===== src/rtl/store_rmw_if.sv =====
// -----------------------------------------------------------------------------
// store_rmw_if
// Bundles the CPU request/response handshake and the single-port data memory
// bus used by store_rmw_ctrl.
//   slave  : the controller's view (receives requests, drives the memory)
//   master : the environment's view (CPU + memory model)
// Signals:
//   req_valid/req_ready/req_we/req_size/req_addr/req_wdata : CPU request
//   resp_valid/resp_rdata/resp_err                         : CPU response
//   mem_en/mem_we/mem_addr/mem_wdata/mem_rdata             : memory port
// -----------------------------------------------------------------------------
interface store_rmw_if;
   logic        req_valid;
   logic        req_ready;
   logic        req_we;
   logic [1:0]  req_size;
   logic [31:0] req_addr;
   logic [31:0] req_wdata;

   logic        resp_valid;
   logic [31:0] resp_rdata;
   logic        resp_err;

   logic        mem_en;
   logic        mem_we;
   logic [29:0] mem_addr;
   logic [31:0] mem_wdata;
   logic [31:0] mem_rdata;

   modport slave (
      input  req_valid, req_we, req_size, req_addr, req_wdata, mem_rdata,
      output req_ready, resp_valid, resp_rdata, resp_err,
             mem_en, mem_we, mem_addr, mem_wdata
   );

   modport master (
      output req_valid, req_we, req_size, req_addr, req_wdata, mem_rdata,
      input  req_ready, resp_valid, resp_rdata, resp_err,
             mem_en, mem_we, mem_addr, mem_wdata
   );
endinterface


===== src/rtl/store_rmw_ctrl.sv =====
// -----------------------------------------------------------------------------
// store_rmw_ctrl
// Sequences loads, word stores and byte/halfword read-modify-write stores
// onto a single-port, word-wide data memory with a one-cycle read latency.
// Misaligned requests (halfword with addr[0]=1, word with addr[1:0]!=0) are
// answered with resp_err and never touch the memory.
// Ports:
//   clk    : system clock, rising edge
//   rst_n  : asynchronous active-low reset
//   bus    : store_rmw_if.slave (CPU request/response + memory port)
// -----------------------------------------------------------------------------
module store_rmw_ctrl (
   input  logic        clk,
   input  logic        rst_n,
   store_rmw_if.slave  bus
);

   typedef enum logic [2:0] {
      ST_IDLE,
      ST_RD,
      ST_WAIT,
      ST_WR,
      ST_DONE
   } state_t;

   state_t      state;
   state_t      state_nxt;

   // Request fields captured at acceptance.
   logic        lat_we;
   logic [1:0]  lat_size;
   logic [31:0] lat_addr;
   logic [31:0] lat_wdata;
   logic        lat_err;
   logic [31:0] merged;

   logic        req_is_word;
   logic        req_mis;
   logic        accept;
   logic [31:0] merge_word;

   logic        req_ready;
   logic        resp_valid;
   logic [31:0] resp_rdata;
   logic        resp_err;
   logic        mem_en;
   logic        mem_we;
   logic [31:0] mem_wdata;

   // Size 2'b11 behaves as a word, so bit 1 alone identifies a word.
   assign req_is_word = bus.req_size[1];
   assign req_mis     = ((bus.req_size == 2'b01) && bus.req_addr[0]) ||
                        (req_is_word && (bus.req_addr[1:0] != 2'b00));
   assign accept      = bus.req_valid && (state == ST_IDLE);

   // NOTE: state and latches use non-blocking assignments so every register
   // samples the pre-edge values of the others, matching real flops.
   always_ff @(posedge clk or negedge rst_n) begin
      if (!rst_n) begin
         state <= ST_IDLE;
      end else begin
         state <= state_nxt;
      end
   end

   always_ff @(posedge clk or negedge rst_n) begin
      if (!rst_n) begin
         lat_we    <= 1'b0;
         lat_size  <= 2'b00;
         lat_addr  <= 32'h0;
         lat_wdata <= 32'h0;
         lat_err   <= 1'b0;
         merged    <= 32'h0;
      end else begin
         if (accept) begin
            lat_we    <= bus.req_we;
            lat_size  <= bus.req_size;
            lat_addr  <= bus.req_addr;
            lat_wdata <= bus.req_wdata;
            lat_err   <= req_mis;
         end
         // Old word is only valid in WAIT; capture the merge there so WR
         // does not depend on mem_rdata holding.
         if ((state == ST_WAIT) && lat_we) begin
            merged <= merge_word;
         end
      end
   end

   // Lane merge of the latched store data into the word just read.
   // NOTE: defaults are assigned first in every always_comb so no path
   // leaves a variable unassigned and no latch is inferred.
   always_comb begin
      merge_word = bus.mem_rdata;
      case (lat_size)
         2'b00:   merge_word[{lat_addr[1:0], 3'b000} +: 8]  = lat_wdata[7:0];
         2'b01:   merge_word[{lat_addr[1], 4'b0000} +: 16] = lat_wdata[15:0];
         default: merge_word = lat_wdata;
      endcase
   end

   always_comb begin
      state_nxt  = state;
      req_ready  = 1'b0;
      resp_valid = 1'b0;
      resp_rdata = 32'h0;
      resp_err   = 1'b0;
      mem_en     = 1'b0;
      mem_we     = 1'b0;
      mem_wdata  = 32'h0;
      case (state)
         ST_IDLE: begin
            req_ready = 1'b1;
            if (bus.req_valid) begin
               if (req_mis) begin
                  state_nxt = ST_DONE;
               end else if (bus.req_we && req_is_word) begin
                  state_nxt = ST_WR;
               end else begin
                  state_nxt = ST_RD;
               end
            end
         end
         ST_RD: begin
            mem_en    = 1'b1;
            state_nxt = ST_WAIT;
         end
         ST_WAIT: begin
            if (!lat_we) begin
               resp_valid = 1'b1;
               resp_rdata = bus.mem_rdata;
               state_nxt  = ST_IDLE;
            end else begin
               state_nxt  = ST_WR;
            end
         end
         ST_WR: begin
            mem_en    = 1'b1;
            mem_we    = 1'b1;
            mem_wdata = lat_size[1] ? lat_wdata : merged;
            state_nxt = ST_DONE;
         end
         ST_DONE: begin
            resp_valid = 1'b1;
            resp_err   = lat_err;
            state_nxt  = ST_IDLE;
         end
         default: begin
            state_nxt = ST_IDLE;
         end
      endcase
   end

   assign bus.req_ready  = req_ready;
   assign bus.resp_valid = resp_valid;
   assign bus.resp_rdata = resp_rdata;
   assign bus.resp_err   = resp_err;
   assign bus.mem_en     = mem_en;
   assign bus.mem_we     = mem_we;
   assign bus.mem_addr   = lat_addr[31:2];
   assign bus.mem_wdata  = mem_wdata;

endmodule

===== src/flat_wrapper.sv =====
// flat-port wrapper written by rule: the top's interface ports become plain ports
module store_rmw_ctrl_flat 
  (clk, rst_n, bus_req_valid, bus_req_we, bus_req_size, bus_req_addr, bus_req_wdata, bus_mem_rdata, bus_req_ready, bus_resp_valid, bus_resp_rdata, bus_resp_err, bus_mem_en, bus_mem_we, bus_mem_addr, bus_mem_wdata);
  store_rmw_if bus_i ();
  input  logic clk;
  input  logic rst_n;
  input wire logic [$bits(bus_i.req_valid)-1:0] bus_req_valid;
  input wire logic [$bits(bus_i.req_we)-1:0] bus_req_we;
  input wire logic [$bits(bus_i.req_size)-1:0] bus_req_size;
  input wire logic [$bits(bus_i.req_addr)-1:0] bus_req_addr;
  input wire logic [$bits(bus_i.req_wdata)-1:0] bus_req_wdata;
  input wire logic [$bits(bus_i.mem_rdata)-1:0] bus_mem_rdata;
  output wire logic [$bits(bus_i.req_ready)-1:0] bus_req_ready;
  output wire logic [$bits(bus_i.resp_valid)-1:0] bus_resp_valid;
  output wire logic [$bits(bus_i.resp_rdata)-1:0] bus_resp_rdata;
  output wire logic [$bits(bus_i.resp_err)-1:0] bus_resp_err;
  output wire logic [$bits(bus_i.mem_en)-1:0] bus_mem_en;
  output wire logic [$bits(bus_i.mem_we)-1:0] bus_mem_we;
  output wire logic [$bits(bus_i.mem_addr)-1:0] bus_mem_addr;
  output wire logic [$bits(bus_i.mem_wdata)-1:0] bus_mem_wdata;
  assign bus_i.req_valid = bus_req_valid;
  assign bus_i.req_we = bus_req_we;
  assign bus_i.req_size = bus_req_size;
  assign bus_i.req_addr = bus_req_addr;
  assign bus_i.req_wdata = bus_req_wdata;
  assign bus_i.mem_rdata = bus_mem_rdata;
  assign bus_req_ready = bus_i.req_ready;
  assign bus_resp_valid = bus_i.resp_valid;
  assign bus_resp_rdata = bus_i.resp_rdata;
  assign bus_resp_err = bus_i.resp_err;
  assign bus_mem_en = bus_i.mem_en;
  assign bus_mem_we = bus_i.mem_we;
  assign bus_mem_addr = bus_i.mem_addr;
  assign bus_mem_wdata = bus_i.mem_wdata;
  store_rmw_ctrl u_core (.clk(clk), .rst_n(rst_n), .bus(bus_i));
endmodule

===== config.mk =====
export PLATFORM = sky130hd
export DESIGN_NAME = store_rmw_ctrl_flat
export DESIGN_NICKNAME = d
export VERILOG_FILES = /design/src/rtl/store_rmw_if.sv /design/src/rtl/store_rmw_ctrl.sv /design/src/flat_wrapper.sv
export SDC_FILE = /design/constraint.sdc
export NUM_CORES = 1
export LEC_CHECK = 0
export BUFFER_PORTS_ARGS = -buffer_cell sky130_fd_sc_hd__buf_2
export CAP_MARGIN = 20
export CORE_MARGIN = 4
export CORE_UTILIZATION = 55
export CTS_CLUSTER_DIAMETER = 200
export CTS_CLUSTER_SIZE = 8
export DETAILED_ROUTE_END_ITERATION = 6
export PLACE_DENSITY_LB_ADDON = 0.12
export SLEW_MARGIN = 20
export SYNTH_ARGS = -nofsm -noshare
export SYNTH_HDL_FRONTEND = slang
export SYNTH_SLANG_ARGS = --single-unit

===== constraint.sdc =====
create_clock -name clk -period 4.8 [get_ports clk]
set_clock_uncertainty 0.15 [all_clocks]
set_input_delay 0.48 -clock clk [delete_from_list [all_inputs] [get_ports clk]]
set_output_delay 0.48 -clock clk [all_outputs]
set_load 0.01 [all_outputs]

Word-level counts from Yosys, hierarchy flattened
Cells that the tools add are included.
Word-level totals
  output and inout port bits: 99
  word-level logic and storage cells: 48
  register bits: 103
  input bits: 102
Operators by class
  multiplexer cells: 18
  reductions and logical operators: 10
  equal/unequal tests: 7
  add/sub/neg operators: 2
  shifts and indexed selects: 4
Operators with widths (number)
  $mux W32: 4
  $bwmux W32: 2
  $pmux W32 S2: 1
  $shift A16 B7 Y32 const A: 1
  $shift A8 B7 Y32 const A: 1
  $shiftx A16 B7 Y32: 1
  $shiftx A8 B7 Y32: 1
  $neg A5 Y7: 2
  $pmux W3 S4: 1
  $eq A3 B2 Y1 const B: 2
  $mux W3: 2
  $logic_and A1 B1 Y1: 5
  $mux W1: 5
  $eq A2 B1 Y1 const B: 2
  $mux W2: 2
  $eq A3 B1 Y1 const B: 1
  $eq A3 B3 Y1 const B: 1
  $logic_not A3 Y1: 1
  $logic_not A2 Y1: 1
  $ne A2 B2 Y1 const B: 1
  $pmux W1 S2: 1
  $reduce_bool A2 Y1: 1
  $reduce_or A2 Y1: 1
  $logic_or A1 B1 Y1: 1

Depth between registers and ports, before layout
Gate-level depths: netlist (run 1).
  depth in word-level cells: 6
  gate-level depth with buffers: 8
  gate-level depth less buffers: 6

Worst setup path after synthesis (run 1)
No wires, ideal clock.
  path type: reg-to-reg
  start point: register u_core.lat_addr[0]
  end point: register u_core.merged[24]
  period minus slack after synthesis: 2.207 ns
  cell stages (with the launch flop): 7
  data required time: 4.573 ns
  path buffers: 0
  setup slack: 2.593 ns
  library setup time: 0.077 ns
  arrival time: 1.979 ns
  path through: dfrtp_1 > inv_1 > ha_1 > or4_4 > nor4_4 > a221oi_1 > a21oi_1
Between the ends
  word-level cells in the longest chain between the ends: 4
  elaborated cells on any way between the ends: 5
  those cells by class: add/sub: 1; shift: 2; mux: 2
Ends and longest elaborated chain
  start, declared: line store_rmw_ctrl.sv:32  | logic [31:0] lat_addr;
  start signal, assigned: line store_rmw_ctrl.sv:78  | lat_addr <= bus.req_addr;
  $neg A5 Y7 *: line store_rmw_ctrl.sv:96  | 2'b00: merge_word[{lat_addr[1:0], 3'b000} +: 8] = lat_wdata[7:0];
  $shiftx A8 B7 Y32 / $shift A8 B7 Y32 (equally long branches): line store_rmw_ctrl.sv:96
  $bwmux W32 *: line store_rmw_ctrl.sv:96
  $pmux W32 S2 *: line store_rmw_ctrl.sv:95  | case (lat_size)
  end signal, assigned: line store_rmw_ctrl.sv:85  | merged <= merge_word;
  end, declared: line store_rmw_ctrl.sv:35  | logic [31:0] merged;
Mark *: on every way between the ends. The rest lies on a longest branch, timed or not.
A chain may end at the register's enable or synchronous reset.

Worst setup path in the final report (run 1)
  start point: register u_core.state[2]
  end point: output port bus_resp_rdata[25]
Between the ends
  word-level cells in the longest chain between the ends: 2
Ends and longest elaborated chain
  start, declared: line store_rmw_ctrl.sv:26  | state_t state;
  start signal, assigned: line store_rmw_ctrl.sv:62  | state <= state_nxt;
  $eq A3 B2 Y1: line store_rmw_ctrl.sv:111  | case (state)
  $mux W32: line store_rmw_ctrl.sv:111
  end, declared: line flat_wrapper.sv:15  | output wire logic [$bits(bus_i.resp_rdata)-1:0] bus_resp_rdata;
No other way between the ends.

==> results.sh, run 1 <==
export IMPL_synthSimpleGateAreaFrac_pct=27.4
export IMPL_power_frac_clock_pct=12.3
export IMPL_outcome="finished clean"
export IMPL_vias=5252
export IMPL_critical_path_max_stage_delay_ps=750
export IMPL_synthDistinctLibCells=31
export IMPL_cts_sinks=103
export IMPL_critPathSlowestCell="nor3_2"
export IMPL_syn_nets=796
export IMPL_hold_buffers=0
export IMPL_peakVddDrop_mv=0.407
export IMPL_hold_path_class="input port to async pin"
export IMPL_grt_max_degree=63
export IMPL_syn_to_final_growth_pct=17.7
export IMPL_ant_nets=0
export IMPL_critPathRequiredTime_ps=4170
export IMPL_stdcell_area_um2=6740
export IMPL_drive_gt1_share_pct=28.6
export IMPL_clk_latency_ps=380
export IMPL_hpwl_um=11500
export IMPL_drv_slew=0
export IMPL_diodes=0
export IMPL_place_area_um2=6550
export IMPL_critical_path_startpoint_type="flop"
export IMPL_finalSetupViolCount=0
export IMPL_ys_seq_elements=103
export IMPL_die_y_um=110
export IMPL_wirelength_um=15900
export IMPL_grt_pass1_wl_um=25100
export IMPL_dieArea_um2=12100
export IMPL_power_density_nw_per_um2=625
export IMPL_synth_top_cells_by_count="nand2_1 (230), dfrtp_1 (103), nor2_1 (79)"
export IMPL_final_core_util_pct=67.7
export IMPL_hold_viol=0
export IMPL_pre_cts_ws_ps=1780
export IMPL_synth_top_cell_by_area="dfrtp_1"
export IMPL_internal_power_w=0.00229
export IMPL_synth_compound_area_share_pct=10.3
export IMPL_critPathMaxFanout=17
export IMPL_ys_seq_area_share_pct=45.0
export IMPL_ys_flop_type="dfrtp_1"
export IMPL_io_pins=201
export IMPL_power_total_w=0.00421
export IMPL_tns_ps=0
export IMPL_fin_ws_ps=1640
export IMPL_die_w_um=110
export IMPL_wl_per_cell_um=16.3
export IMPL_synthTopCellsByArea="dfrtp_1 (45%), nand2_1 (15%), mux2i_1 (7.2%)"
export IMPL_synthXorXnorAreaFrac_pct=0
export IMPL_cts_resized=0
export IMPL_critPathKind="flop to output pin"
export IMPL_max_slew_worst_pin_slew_ps=976
export IMPL_gr_total_overflow=0
export IMPL_gp_congestion=0.877
export IMPL_rsz0062_at_grt="no"
export IMPL_yosysWarningCount=0
export IMPL_worstSetupEndpointType="output pin"
export IMPL_muxShareOfSynthArea_pct=8.54
export IMPL_nets=939
export IMPL_syn_cell_area_um2=5730
export IMPL_grt_pass1_vias=5018
export IMPL_p_leak_nw=3.61
export IMPL_viasPerCell=5.41
export IMPL_h_tree_depth=3
export IMPL_worstPathArrival_ps=2530
export IMPL_drc=0
export IMPL_start_util_pct=57.5
export IMPL_dr_pass1_iters=7
export IMPL_combPwrFrac_pct=45.8
export IMPL_netlist_instances=689
export IMPL_synth_enable_flop_cells=0
export IMPL_period_minus_slack_ps=3160
export IMPL_synth_top_cell_area_share_pct=45.0
export IMPL_cts_tree="yes"
export IMPL_path_cells="nand2b_1 -> nor3_2 -> buf_4 -> and2_1 -> buf_2"
export IMPL_track_usage_pct=26.6
export IMPL_min_period_over_period_pct=65.8
export IMPL_antenna_found_initial=0
export IMPL_io_buffers=200
export IMPL_swShare_pct=45.7
export IMPL_drv_cap=0
export IMPL_cts_setup_buffers=0
export IMPL_async_flop_share_pct=100
export IMPL_syn_avg_cell_area_um2=8.31
export IMPL_numCtsBuffers=9
export IMPL_synth_adder_area_share_pct=1.09
export IMPL_switching_power_w=0.00193
export IMPL_synth_top_family_by_area="simple AND/OR/NAND/NOR gates"
export IMPL_clockBufferDepth=2
export IMPL_yosys_cell_count_top_type="nand2_1"
export IMPL_fmax_ghz=0.317
export IMPL_cts_root_buf="clkbuf_8"
export IMPL_initialDrtViolationCount=316
export IMPL_slew_headroom_pct=34.4
export IMPL_clk_pin_slew_ps=110
export IMPL_coreArea_um2=9950
export IMPL_seqPwrFrac_pct=41.8
export IMPL_row_count=36
-- registers in the layout, summed over array words and instances (netlist names) --
signal	cells
u_core.lat_err	1
u_core.state	3
u_core.lat_addr	32
u_core.lat_we	1
u_core.lat_size	2
u_core.merged	32
u_core.lat_wdata	32
-- placed cells by master, fill, tap and decap left out, drive strengths merged, types with 8 or more instances in the layout --
| master | instances |
|---|---|
| a21oi | 23 |
| a221oi | 24 |
| nor2 | 79 |
| dfrtp | 103 |
| inv | 8 |
| o211ai | 9 |
| and2 | 33 |
| buf | 207 |
| clkbuf | 10 |
| a21boi | 8 |
| nand2 | 230 |
| a31oi | 15 |
| mux2i | 41 |
-- final timing paths --
| kind | from | end | slack (ps) | depth (start not counted) |
|---|---|---|---|---|
| max in group asynchronous | rst_n | u_core.lat_wdata[26] | 3440 | 2 |
| min reg2reg | u_core.lat_addr[2] | u_core.lat_addr[2] | 330 | 2 |
| max | u_core.state[2] | bus_resp_rdata[25] | 1640 | 5 |
| min in group clk | bus_req_addr[29] | u_core.lat_addr[29] | 130 | 3 |
| max reg2reg | u_core.lat_addr[1] | u_core.merged[30] | 1720 | 6 |
| min | rst_n | u_core.lat_wdata[13] | 20 | 1 |
-- power by group through the flow --
stage | clock [W] | sequential [W] | combinational (W)
after global routing | 0.000564 | 0.00182 | 0.00218
after detailed placement | 0 | 0.00177 | 0.00194
after global placement | 0 | 0.00175 | 0.00187
after CTS | 0.000537 | 0.00176 | 0.00194
after floorplan | 0 | 0.00151 | 0.00166
final | 0.000518 | 0.00176 | 0.00193
-- stage by stage --
step                      instances  hold slack [ps]
after floorplan                 689             34.4
after global placement          954              302
after detailed placement        954              308
after CTS                       970             56.0
after global routing            970             62.0
final                           970             24.9
-- worst max-delay path: cells and delay by family, from the launching register on --
family	cells	cell delay, ps
buffers and inverters	2	480
flip-flops	1	490
AND/OR/NAND/NOR	3	1180
-- metal layers --
metal	share of wire, %	track usage (%)	vias up
li1	-	-	2527
met1	41	35.5	2485
met2	49	44.3	213
met3	7.5	4.83	27
met4	2.1	8.28	0
met5	0	0	-
-- cell families (layout without fill, tap and decap cells) --
logic type      count (synthesis)  in the layout
simple gates                  366            366
fa+ha+maj                       5              5
buf+inv                        81            229
compound gates                 86             86
mux                            48             48
flops                         103            103
-- cell type report --
class / instances / area [µm²]
Fill cell: 860 / 3220
Timing Repair Buffer: 207 / 1060
Inverter: 6 / 22.5
Clock buffer: 10 / 128
Clock inverter: 6 / 56.3
Sequential cell: 103 / 2580
Multi-Input combinational cell: 505 / 2730
Tap cell: 133 / 166
Power figures use the tool's default switching activity.
==> run 2, diff against run 1 <==
- CORE_UTILIZATION: 55 -> 46
- clock period: 4.8 -> 2.7 ns (I/O delays scaled with it)
==> results.sh, run 2 (same netlist as run 1, synthesis figures left out) <==
export IMPL_fmax_ghz=0.393
export IMPL_die_w_um=120
export IMPL_wirelength_um=17400
export IMPL_hold_viol=0
export IMPL_grt_pass1_vias=5444
export IMPL_row_count=40
export IMPL_drc=0
export IMPL_antenna_found_initial=1
export IMPL_gr_total_overflow=0
export IMPL_dieArea_um2=14300
export IMPL_wl_per_cell_um=16.1
export IMPL_grt_max_degree=76
export IMPL_min_period_over_period_pct=94.3
export IMPL_power_total_w=0.00798
export IMPL_die_y_um=120
export IMPL_viasPerCell=5.10
export IMPL_tns_ps=0
export IMPL_seqPwrFrac_pct=38.4
export IMPL_slew_headroom_pct=48.2
export IMPL_syn_to_final_growth_pct=32.7
export IMPL_reg2reg_to="u_core.merged[2]"
export IMPL_outcome="finished clean"
export IMPL_ant_nets=0
export IMPL_peakVddDrop_mv=0.544
export IMPL_initialDrtViolationCount=317
export IMPL_gp_congestion=0.894
export IMPL_p_leak_nw=3.96
export IMPL_worstPathArrival_ps=2670
export IMPL_max_slew_worst_pin_slew_ps=774
export IMPL_diodes=0
export IMPL_power_density_nw_per_um2=1050
export IMPL_final_core_util_pct=62.7
export IMPL_place_area_um2=6670
export IMPL_drv_cap=0
export IMPL_stdcell_area_um2=7600
export IMPL_critPathMaxFanout=8
export IMPL_hold_depth=3
export IMPL_hpwl_um=11900
export IMPL_cts_tree="yes"
export IMPL_numCtsBuffers=9
export IMPL_layout_common_cells="nand2_1 (229), buf_2 (199), dfrtp_1 (102)"
export IMPL_vias=5500
export IMPL_timing_rr_start="u_core.lat_addr[0]"
export IMPL_worstSetupEndpointType="flop"
export IMPL_clockBufferDepth=2
export IMPL_hold_path_class="input port to flop"
export IMPL_hold_buffers=66
export IMPL_cts_sinks=103
export IMPL_holdPathEnd="u_core.lat_size[1]"
export IMPL_io_buffers=200
export IMPL_track_usage_pct=24.5
export IMPL_internal_power_w=0.00448
export IMPL_critical_path_startpoint_type="flop"
export IMPL_drv_slew=0
export IMPL_period_minus_slack_ps=2550
export IMPL_cts_resized=0
export IMPL_largestRegisters="u_core.lat_addr x32, u_core.lat_wdata x32, u_core.merged x32"
export IMPL_cts_setup_buffers=0
export IMPL_critPathKind="flop to flop"
export IMPL_dr_pass1_iters=5
export IMPL_nets=1012
export IMPL_drive_gt1_share_pct=26.8
export IMPL_io_pins=201
export IMPL_start_util_pct=47.3
export IMPL_ff2ff_path_depth=6
export IMPL_clk_pin_slew_ps=70
export IMPL_coreArea_um2=12100
export IMPL_swShare_pct=43.9
export IMPL_grt_pass1_wl_um=27900
export IMPL_fillCellCount=1090
export IMPL_rsz0062_at_grt="no"
export IMPL_finalSetupViolCount=0
export IMPL_clk_latency_ps=350
export IMPL_power_frac_clock_pct=15.0
export IMPL_cts_root_buf="clkbuf_16"
export IMPL_h_tree_depth=3
export IMPL_mostFrequentLayoutCell="nand2_1"
export IMPL_min_from="bus_req_size[1]"
export IMPL_reg2reg_slack_ps=150
export IMPL_combPwrFrac_pct=46.6
export IMPL_critPathRequiredTime_ps=2820
export IMPL_switching_power_w=0.00350
## run 2: cell types whose count changed in the layout (fill, tap and decap cells not counted), sizes merged
cell / before / now
buf: 207 / 214
clkinv: 3 / 2
inv: 8 / 7
clkbuf: 10 / 12
dlygate4sd3: 0 / 66
## run 2: metal layers
metal / track usage, % / wire, µm / up-vias
met2: 40.7 / 8360 / 182
li1: - / - / 2677
met4: 8.59 / 403 / 0
met3: 4.15 / 984 / 34
met5: 0 / 0 / -
met1: 32.6 / 7630 / 2607
## run 2: final cells by class
type	count	area, µm²	area share (%)
clock buffer	12	236	3.11
clock inverter	4	30.0	0.395
inverter	6	22.5	0.296
multi-input combinational	505	2730	35.9
sequential	103	2580	33.9
tap	168	210	2.77
timing repair buffer	280	1790	23.6
## run 2: how the worst max path moves through the flow
stage | from | to | slack [ps] | depth (start not counted)
CTS | u_core.lat_addr[0] | u_core.merged[8] | 190 | 6
global route | u_core.lat_addr[0] | u_core.merged[31] | 20 | 6
global placement | u_core.lat_addr[0] | u_core.merged[13] | 320 | 6
floorplan | u_core.lat_addr[0] | u_core.merged[24] | 490 | 6
detailed placement | u_core.lat_addr[0] | u_core.merged[10] | 220 | 6
finish | u_core.lat_addr[0] | u_core.merged[2] | 150 | 6
## run 2: stage by stage
step                      hold slack (ps)  setup WS [ps]  instances
after floorplan                      -176            493        689
after global placement               70.0            317        996
after detailed placement             76.9            222        996
after CTS                            19.3            191       1078
after global routing                 39.4           18.1       1078
final                                27.9            153       1078
## run 2: critical path, cell delays in order (launching register included)
cell and delay (ps):
dfrtp_1 460, inv_1 210, ha_1 420, nand4bb_1 230
o211ai_1 650, a221oi_1 210, nor2_1 140
## run 2: power by group through the flow
| stage | Clock [W] | Sequential [W] | Combinational [W] |
|---|---|---|---|
| after floorplan | 0 | 0.00269 | 0.00296 |
| after global placement | 0 | 0.00304 | 0.00356 |
| after detailed placement | 0 | 0.00306 | 0.00365 |
| after CTS | 0.00123 | 0.00304 | 0.00373 |
| after global routing | 0.00129 | 0.00315 | 0.00417 |
| final | 0.00120 | 0.00306 | 0.00372 |
